[config.mk]
export PLATFORM = sky130hd
export DESIGN_NAME = shift_acc_block_flat
export DESIGN_NICKNAME = d
export VERILOG_FILES = /design/src/rtl/smac_pkg.sv /design/src/rtl/shift_acc_block_if.sv /design/src/rtl/plane_counter.sv /design/src/rtl/shift_acc_block.sv /design/src/flat_wrapper.sv
export SDC_FILE = /design/constraint.sdc
export NUM_CORES = 1
export LEC_CHECK = 0
export BUFFER_PORTS_ARGS = -buffer_cell sky130_fd_sc_hd__buf_2
export CAP_MARGIN = 25
export CELL_PAD_IN_SITES_DETAIL_PLACEMENT = 0
export CELL_PAD_IN_SITES_GLOBAL_PLACEMENT = 1
export CORE_AREA = 2 2 90 92
export CTS_CLUSTER_DIAMETER = 200
export DETAILED_ROUTE_END_ITERATION = 8
export DIE_AREA = 0 0 92 94
export PLACE_DENSITY = 0.71
export SLEW_MARGIN = 30
export SYNTH_ARGS = -nofsm -noshare
export SYNTH_HDL_FRONTEND = slang
export SYNTH_HIERARCHICAL = 1
export SYNTH_SLANG_ARGS = --single-unit
[constraint.sdc]
create_clock -name clk -period 2.3 [get_ports clk]
set_input_delay 0.23 -clock clk [delete_from_list [all_inputs] [get_ports clk]]
set_output_delay 0.23 -clock clk [all_outputs]
set_load 0.005 [all_outputs]
[src/rtl/smac_pkg.sv]
// smac_pkg: shared FSM state type and width helpers for the shift-accumulate block
package smac_pkg;

    typedef enum logic [1:0] {IDLE, ACC, DONE} state_t;

    function automatic int in_w(input int m, input int pa);
        return $clog2(m) + pa + 1;
    endfunction

    function automatic int acc_w(input int m, input int pa, input int pw);
        return $clog2(m) + pa + pw;
    endfunction

endpackage

[src/rtl/shift_acc_block_if.sv]
// shift_acc_block_if: bit-plane input and accumulated result signals
interface shift_acc_block_if import smac_pkg::*; #(
    parameter int M  = 16,
    parameter int Pa = 8,
    parameter int Pw = 8
) ();
    localparam int IN_W  = in_w(M, Pa);
    localparam int ACC_W = acc_w(M, Pa, Pw);

    logic             start;
    logic             in_valid;
    logic [IN_W-1:0]  in_acc;
    logic [ACC_W-1:0] out_acc;
    logic             out_valid;
    logic             busy;

    modport master (output start, in_valid, in_acc, input out_acc, out_valid, busy);
    modport slave  (input start, in_valid, in_acc, output out_acc, out_valid, busy);
endinterface

[src/rtl/plane_counter.sv]
// plane_counter: counts consumed bit-planes and flags the last one of a job
module plane_counter #(
    parameter int Pw = 8,
    parameter int CW = $clog2(Pw + 1)
) (
    input  logic          clk,
    input  logic          rst_n,
    input  logic          clr,
    input  logic          en,
    output logic [CW-1:0] cnt,
    output logic          last
);
    assign last = cnt == CW'(Pw - 1);

    always_ff @(posedge clk or negedge rst_n)
        if (!rst_n) cnt <= '0;
        else cnt <= clr ? '0 : en ? cnt + CW'(1) : cnt;
endmodule

[src/rtl/shift_acc_block.sv]
// shift_acc_block: MSB-first shift-and-add of signed bit-plane partial sums
module shift_acc_block import smac_pkg::*; #(
    parameter int M  = 16,
    parameter int Pa = 8,
    parameter int Pw = 8
) (
    input logic             clk,
    input logic             rst_n,
    shift_acc_block_if.slave bus
);
    localparam int ACC_W = acc_w(M, Pa, Pw);
    localparam int CW    = $clog2(Pw + 1);

    state_t           state;
    logic [ACC_W-1:0] acc, ext, nxt;
    logic [CW-1:0]    cnt;
    logic             last, take;

    assign take = state == ACC && bus.in_valid;
    assign ext  = ACC_W'($signed(bus.in_acc));
    // First plane of a job loads rather than shifts, so stale acc never leaks in
    assign nxt  = cnt == '0 ? ext : (acc << 1) + ext;

    plane_counter #(.Pw(Pw)) u_cnt (
        .clk  (clk),
        .rst_n(rst_n),
        .clr  (state != ACC),
        .en   (take),
        .cnt  (cnt),
        .last (last)
    );

    always_ff @(posedge clk or negedge rst_n)
        if (!rst_n) begin
            state         <= IDLE;
            acc           <= '0;
            bus.out_acc   <= '0;
            bus.out_valid <= 1'b0;
            bus.busy      <= 1'b0;
        end else begin
            unique case (state)
                IDLE: if (bus.start) begin
                    state    <= ACC;
                    bus.busy <= 1'b1;
                end
                ACC: if (take) begin
                    acc <= nxt;
                    if (last) begin
                        state         <= DONE;
                        bus.out_acc   <= nxt;
                        bus.out_valid <= 1'b1;
                        bus.busy      <= 1'b0;
                    end
                end
                DONE: begin
                    bus.out_valid <= 1'b0;
                    state         <= bus.start ? ACC : IDLE;
                    bus.busy      <= bus.start;
                end
                default: state <= IDLE;
            endcase
        end
endmodule

[src/flat_wrapper.sv]
// flat-port wrapper written by rule: the top's interface ports become plain ports
module shift_acc_block_flat import smac_pkg::*;
#(
    parameter int M  = 16,
    parameter int Pa = 8,
    parameter int Pw = 8
)
  (clk, rst_n, bus_start, bus_in_valid, bus_in_acc, bus_out_acc, bus_out_valid, bus_busy);
  shift_acc_block_if #(.M(M), .Pa(Pa), .Pw(Pw)) bus_i ();
  input logic clk;
  input logic rst_n;
  input wire logic [$bits(bus_i.start)-1:0] bus_start;
  input wire logic [$bits(bus_i.in_valid)-1:0] bus_in_valid;
  input wire logic [$bits(bus_i.in_acc)-1:0] bus_in_acc;
  output wire logic [$bits(bus_i.out_acc)-1:0] bus_out_acc;
  output wire logic [$bits(bus_i.out_valid)-1:0] bus_out_valid;
  output wire logic [$bits(bus_i.busy)-1:0] bus_busy;
  assign bus_i.start = bus_start;
  assign bus_i.in_valid = bus_in_valid;
  assign bus_i.in_acc = bus_in_acc;
  assign bus_out_acc = bus_i.out_acc;
  assign bus_out_valid = bus_i.out_valid;
  assign bus_busy = bus_i.busy;
  shift_acc_block #(.M(M), .Pa(Pa), .Pw(Pw)) u_core (.clk(clk), .rst_n(rst_n), .bus(bus_i));
endmodule
[Word level (Yosys, flattened, before mapping)]
Cells that the tools add are included.
Storage, ports and cells
  register bits: 47
  latch bits: 0
  RAM bits: 0
  ROM bits: 0
  bits of input ports: 17
  output and inout bits: 22
  word-level logic and storage cells: 41
  memories: 0
Operators by class
  $add $sub $neg: 2
  $mul: 0
  div/mod/pow operators: 0
  magnitude comparators: 0
  equality and inequality tests: 7
  shift-type cells: 0
  mux-type cells: 15
  bitwise operators: 0
  reductions and logical operators: 11
Operators with widths (number)
  20-bit adder: 1
  20-bit 2-to-1 mux: 1
  3-bit AND reduction: 3
  4-bit 2-to-1 mux: 2
  1-bit 2-to-1 mux: 6
  2-bit 2-to-1 mux: 3
  2-bit case mux with 3 select lines: 1
  4-bit by 1-bit adder with 4-bit output, second input constant: 1
  4-bit by 3-bit equality test with 1-bit output, second input constant: 1
  4-bit logical NOT: 1
  2-bit by 1-bit != test with 1-bit output, second input constant: 2
  2-bit != test, second input constant: 2
  4-bit AND reduction: 1
  2-bit nonzero test: 2
  1-bit case mux with 3 select lines: 1
  3-bit nonzero test: 1
  2-bit by 1-bit equality test with 1-bit output, second input constant: 1
  2-bit equality test, second input constant: 1
  2-bit logical NOT: 1
  1-bit case mux with 2 select lines: 1
  2-bit AND reduction: 1
  1-bit logical AND: 1

[Depth between registers and ports, before layout]
  word-level depth: 4
  mapped depth: 10
  mapped depth without buffers: 10

[Hierarchy]
Netlist, hierarchy kept.
Modules (own cells, without submodules)
  shift_acc_block: times used 1, cells each 328, area an instance 2790.2 µm², seq. area each 1076.0 µm²
  plane_counter: times used 1, cells each 18, area an instance 200.2 µm², seq. area each 100.1 µm²

[Worst setup path before layout]
OpenSTA, ideal clock, no wires.
  path type: register to register
  start: register u_core.acc[0]
  end: register u_core.acc[17]
  library setup time: 0.121 ns
  data arrival time: 2.091 ns
  data required time: 2.179 ns
  slack: 0.089 ns
  cell stages (with the launch flop): 11
  buffers on the path: 0
  period minus slack after synthesis: 2.211 ns
  cell sequence: dfrtp_1 -> ha_1 -> inv_1 -> fa_1 -> and2b_1 -> o211ai_1 -> a211oi_1 -> o21ai_1 -> o21ai_1 -> mux2i_1 -> nor2_1
On the way
  longest elaborated chain between the ends: 2
RTL lines
  start: declaration: RTL line shift_acc_block.sv:15  | logic [ACC_W-1:0] acc, ext, nxt;
  start signal: assignment: RTL line shift_acc_block.sv:47  | acc <= nxt;
  20-bit adder: RTL line shift_acc_block.sv:22  | assign nxt = cnt == '0 ? ext : (acc << 1) + ext;
  20-bit 2-to-1 mux: RTL line shift_acc_block.sv:22
Every way passes these cells.
A chain may end at the register's enable or synchronous reset.

[Final worst setup path]
  start: register u_core.acc[0]
  end: register u_core.acc[11]
Same word-level chain as after synthesis.

==> results.toml <==
[run_status]
outcome = "finished with violations"
violations = "negative setup slack"

[power]
power_per_cell_area_nw_per_um2 = 1410
power.static_leakage_nw = 1.76
irDropWorstVdd_v = 0.000589
finalPower_w = 0.00522

[synth]
compound_cell_area_share_of_the_yosys_netlist = 0.229
synth_nets = 383
yosys.area_share.simple = 0.190
netlist_instances = 346
synth_sequential_area_ratio = 0.393
synth_mux_area_frac = 0.0351
synth.cell_area_sq_um = 2990
async_flop_share = 1.00
ff_latch_count_synth = 47
dominant_combinational_cell_family_by_area_after_synthesis = "compound AO/OA/AOI/OAI gates"
postSynthAreaPerCell_sq_um = 8.64
synth_flop_cell = "sky130_fd_sc_hd__dfrtp_1"
ys_types = 49
yosys.area_share.adder = 0.0862
synth-xor-area-share = 0.0351
yosysWarningCount = 6
number_of_synthesized_flops_with_an_enable_pin = 0

[worst_setup_path]
critical_path_arrival_ps = 2540
timing.critical_path.to_type = "flop"
critPathMaxStageDelay_ps = 400
setup.worst_path.start = "u_core/acc[0]"
critical_path_top_delay_cell = "sky130_fd_sc_hd__dfrtp_1"
cp_num_cells = 11
worst-r2r-setup-slack_ps = -60
setup.worst_path.start_class = "flop"
crit_family = "compound AO/OA/AOI/OAI gates"
critical_path.reg2reg.endpoint = "u_core/acc[11]"
critical_path.cell_chain = "ha_2, inv_2, fa_2, and2b_1, o211ai_1, buf_4, a21o_1, a21oi_2, or3_1, a31oi_2, o21ai_1"
r2r-start = "u_core/acc[0]"
critPathRequiredTime_ps = 2480
timing_worst_setup_path_type = "reg2reg"
timing.reg2reg.worst_path_depth = 11
cp_num_buf_inv = 2
cp_max_fo = 3

[global_route]
grt_usage = 0.182
antenna_found_initial = 0
grt_start_max_net_pins = 36
first_pass_grt_wire_length_um = 12500
via_count_of_the_first_global_routing_pass = 2660
global_route.overflow_total = 0

[clocking]
tritoncts = "built"
clk_latency_worst_skew_pair_ps = 310
clock_tree.root_cell = "sky130_fd_sc_hd__clkbuf_8"
clock_buffers_created_by_tritoncts = 5
cts.path.max_buffers = 2
cts.htree.levels = 2
number_of_sinks_driven_by_the_clock_tree = 47
clk_pin_slew_worst_paths_ps = 100

[cells_and_area]
layout.cells.most_common_list = "sky130_fd_sc_hd__nand2_1, sky130_fd_sc_hd__dfrtp_1, sky130_fd_sc_hd__buf_2"
finalNetCount = 445
seqCellArea_sq_um = 1180
stdcell_area_sq_um = 3700
synthToLayoutAreaGrowth_pct = 23.8
post_route_cells_drive_above_1_share = 0.262
mostFrequentLayoutCell = "sky130_fd_sc_hd__nand2_1"
layout.filler_cells = 752
fin_util = 0.487
antenna-diode-count = 0
finish.cell_count_without_fillers = 511
multiInputGateArea_sq_um = 1840

[detailed_routing]
viasPerCell = 5.25
first_pass_iters = 4
antenna_left = 0
detailroute.via_count = 2684
detail_route.iter0.violations = 94
route.detailed.drc = 0
drt_wl_total_um = 7480
route.detailed.wl_per_inst_um = 14.6

[floorplan]
dieWidth_um = 92
die_area_sq_um = 8650
coreArea_sq_um = 7610
initial_core_util = 0.393
die_h_um = 94
ios = 39
row_count = 32

[timing]
worst-slew-pin-transition_ps = 527
report.final.setup_viol = 8
final_hold_fails = 0
grt_setup_unrepaired = "yes"
min_period_over_period = 1.03
maxSlewViolCount = 0
min_period_ps = 2360
worst_slack_ps = -62.6
clock_skews_ps = 16.3
slew-limit-headroom = 0.646
fmaxAchievable_mhz = 423

[place]
placed_cells_incl_taps = 499
routabilityCongestion = 0.800
numPortBuffers = 38
dp_slack_ps = -116
postPlaceCellArea_sq_um = 3460
detailedPlacementHpwl_um = 5600

[hold_path]
min_path_cells = 3
end_of_the_worst_hold_path = "u_core/state[0]"
worstHoldPathType = "in2reg"
min_from = "bus_start"

[flow_run]
max-cap-violations = 0
[area by class of cell]
cell class                 count  share of cell area
tap                          102              0.0345
inverter                       9             0.00912
timing repair buffer          68               0.117
clock buffer                   5              0.0186
clock inverter                 3             0.00676
multi-input combinational    277               0.496
sequential                    47               0.318
[report_power, final]
group	total [W]	switching, W	internal [W]
Clock	0.000537	0.000315	0.000222
Combinational	0.00327	0.00178	0.00148
Sequential	0.00142	0.000233	0.00118
Total	0.00522	0.00233	0.00289
[logic make-up (layout without fill, tap and decap cells)]
| group | after synthesis | count (layout) |
|---|---|---|
| AND/OR/NAND/NOR | 127 | 127 |
| AO/OA/AOI/OAI | 108 | 108 |
| flip-flops | 47 | 47 |
| buffers and inverters | 22 | 85 |
| adder cells (fa/ha/maj) | 20 | 20 |
| XOR/XNOR | 12 | 12 |
| multiplexers | 10 | 10 |
[Yosys cell counts (2+ instances only)]
library cell | count | area [sq um]
sky130_fd_sc_hd__a211oi_1 | 4 | 30.0
sky130_fd_sc_hd__nand2b_1 | 4 | 25.0
sky130_fd_sc_hd__nand2_1 | 64 | 240
sky130_fd_sc_hd__nand4_1 | 5 | 31.3
sky130_fd_sc_hd__nand3_1 | 3 | 15.0
sky130_fd_sc_hd__a221o_1 | 2 | 20.0
sky130_fd_sc_hd__a21oi_2 | 2 | 17.5
sky130_fd_sc_hd__clkbuf_1 | 6 | 22.5
sky130_fd_sc_hd__nor2_1 | 26 | 97.6
sky130_fd_sc_hd__xnor2_1 | 10 | 87.6
sky130_fd_sc_hd__nor2b_1 | 3 | 18.8
sky130_fd_sc_hd__a31oi_1 | 2 | 12.5
sky130_fd_sc_hd__xor2_1 | 2 | 17.5
sky130_fd_sc_hd__dfrtp_1 | 47 | 1180
sky130_fd_sc_hd__o31ai_1 | 2 | 15.0
sky130_fd_sc_hd__o21ai_1 | 11 | 55.1
sky130_fd_sc_hd__ha_1 | 19 | 238
sky130_fd_sc_hd__and2_1 | 5 | 31.3
sky130_fd_sc_hd__o211ai_1 | 6 | 45.0
sky130_fd_sc_hd__a21o_1 | 8 | 60.1
sky130_fd_sc_hd__or3_1 | 3 | 18.8
sky130_fd_sc_hd__o21ai_0 | 33 | 165
sky130_fd_sc_hd__buf_2 | 7 | 35.0
sky130_fd_sc_hd__a41oi_1 | 2 | 17.5
sky130_fd_sc_hd__mux2i_1 | 9 | 90.1
sky130_fd_sc_hd__inv_1 | 9 | 33.8
sky130_fd_sc_hd__nor3_1 | 7 | 35.0
sky130_fd_sc_hd__a21oi_1 | 23 | 115
sky130_fd_sc_hd__and3_1 | 2 | 12.5
[tightest hold or removal path: stages]
cell and delay (ps):
sky130_fd_sc_hd__buf_2 70, sky130_fd_sc_hd__nand2b_1 60, sky130_fd_sc_hd__nand2_1 50
[through the flow]
step / TNS [ps] / hold slack (ps)
finish: -304 / 129
global route: -2310 / 118
CTS: -306 / 116
detailed placement: -429 / 252
global placement: -107 / 246
floorplan: 0 / -65.6
[timing repair]
action                                  in CTS  in global routing
setup buffers                                0                  3
endpoints found under the hold margin       47                  0
hold buffers                                 1                  0
endpoints found under the setup margin       9                 22
pin swaps                                    0                 21
resized for setup                            5                 23
[worst max path at each step]
stage	slack [ps]	to
5_1_grt	-240	u_core/acc[11]
6_report	-60	u_core/acc[11]
4_1_cts	-60	u_core/bus.out_acc[11]
2_1_floorplan	90	u_core/acc[17]
3_5_place_dp	-120	u_core/bus.out_acc[17]
3_3_place_gp	-50	u_core/bus.out_acc[17]
[layer usage]
metal  up-vias  GRT usage  wire length (um)
met4         0     0.0460                46
met2        52      0.314              3640
li1       1354          -                 -
met5         -          0                 0
met3         5     0.0305               227
met1      1273      0.240              3570
[registers in the layout (all words and copies together), names as in the netlist]
signal	flops
u_core/u_cnt/cnt	4
u_core/acc	19
u_core/bus.busy	1
u_core/state	2
u_core/bus.out_acc	20
u_core/bus.out_valid	1
Note: power is estimated with default switching activity, not from simulation.
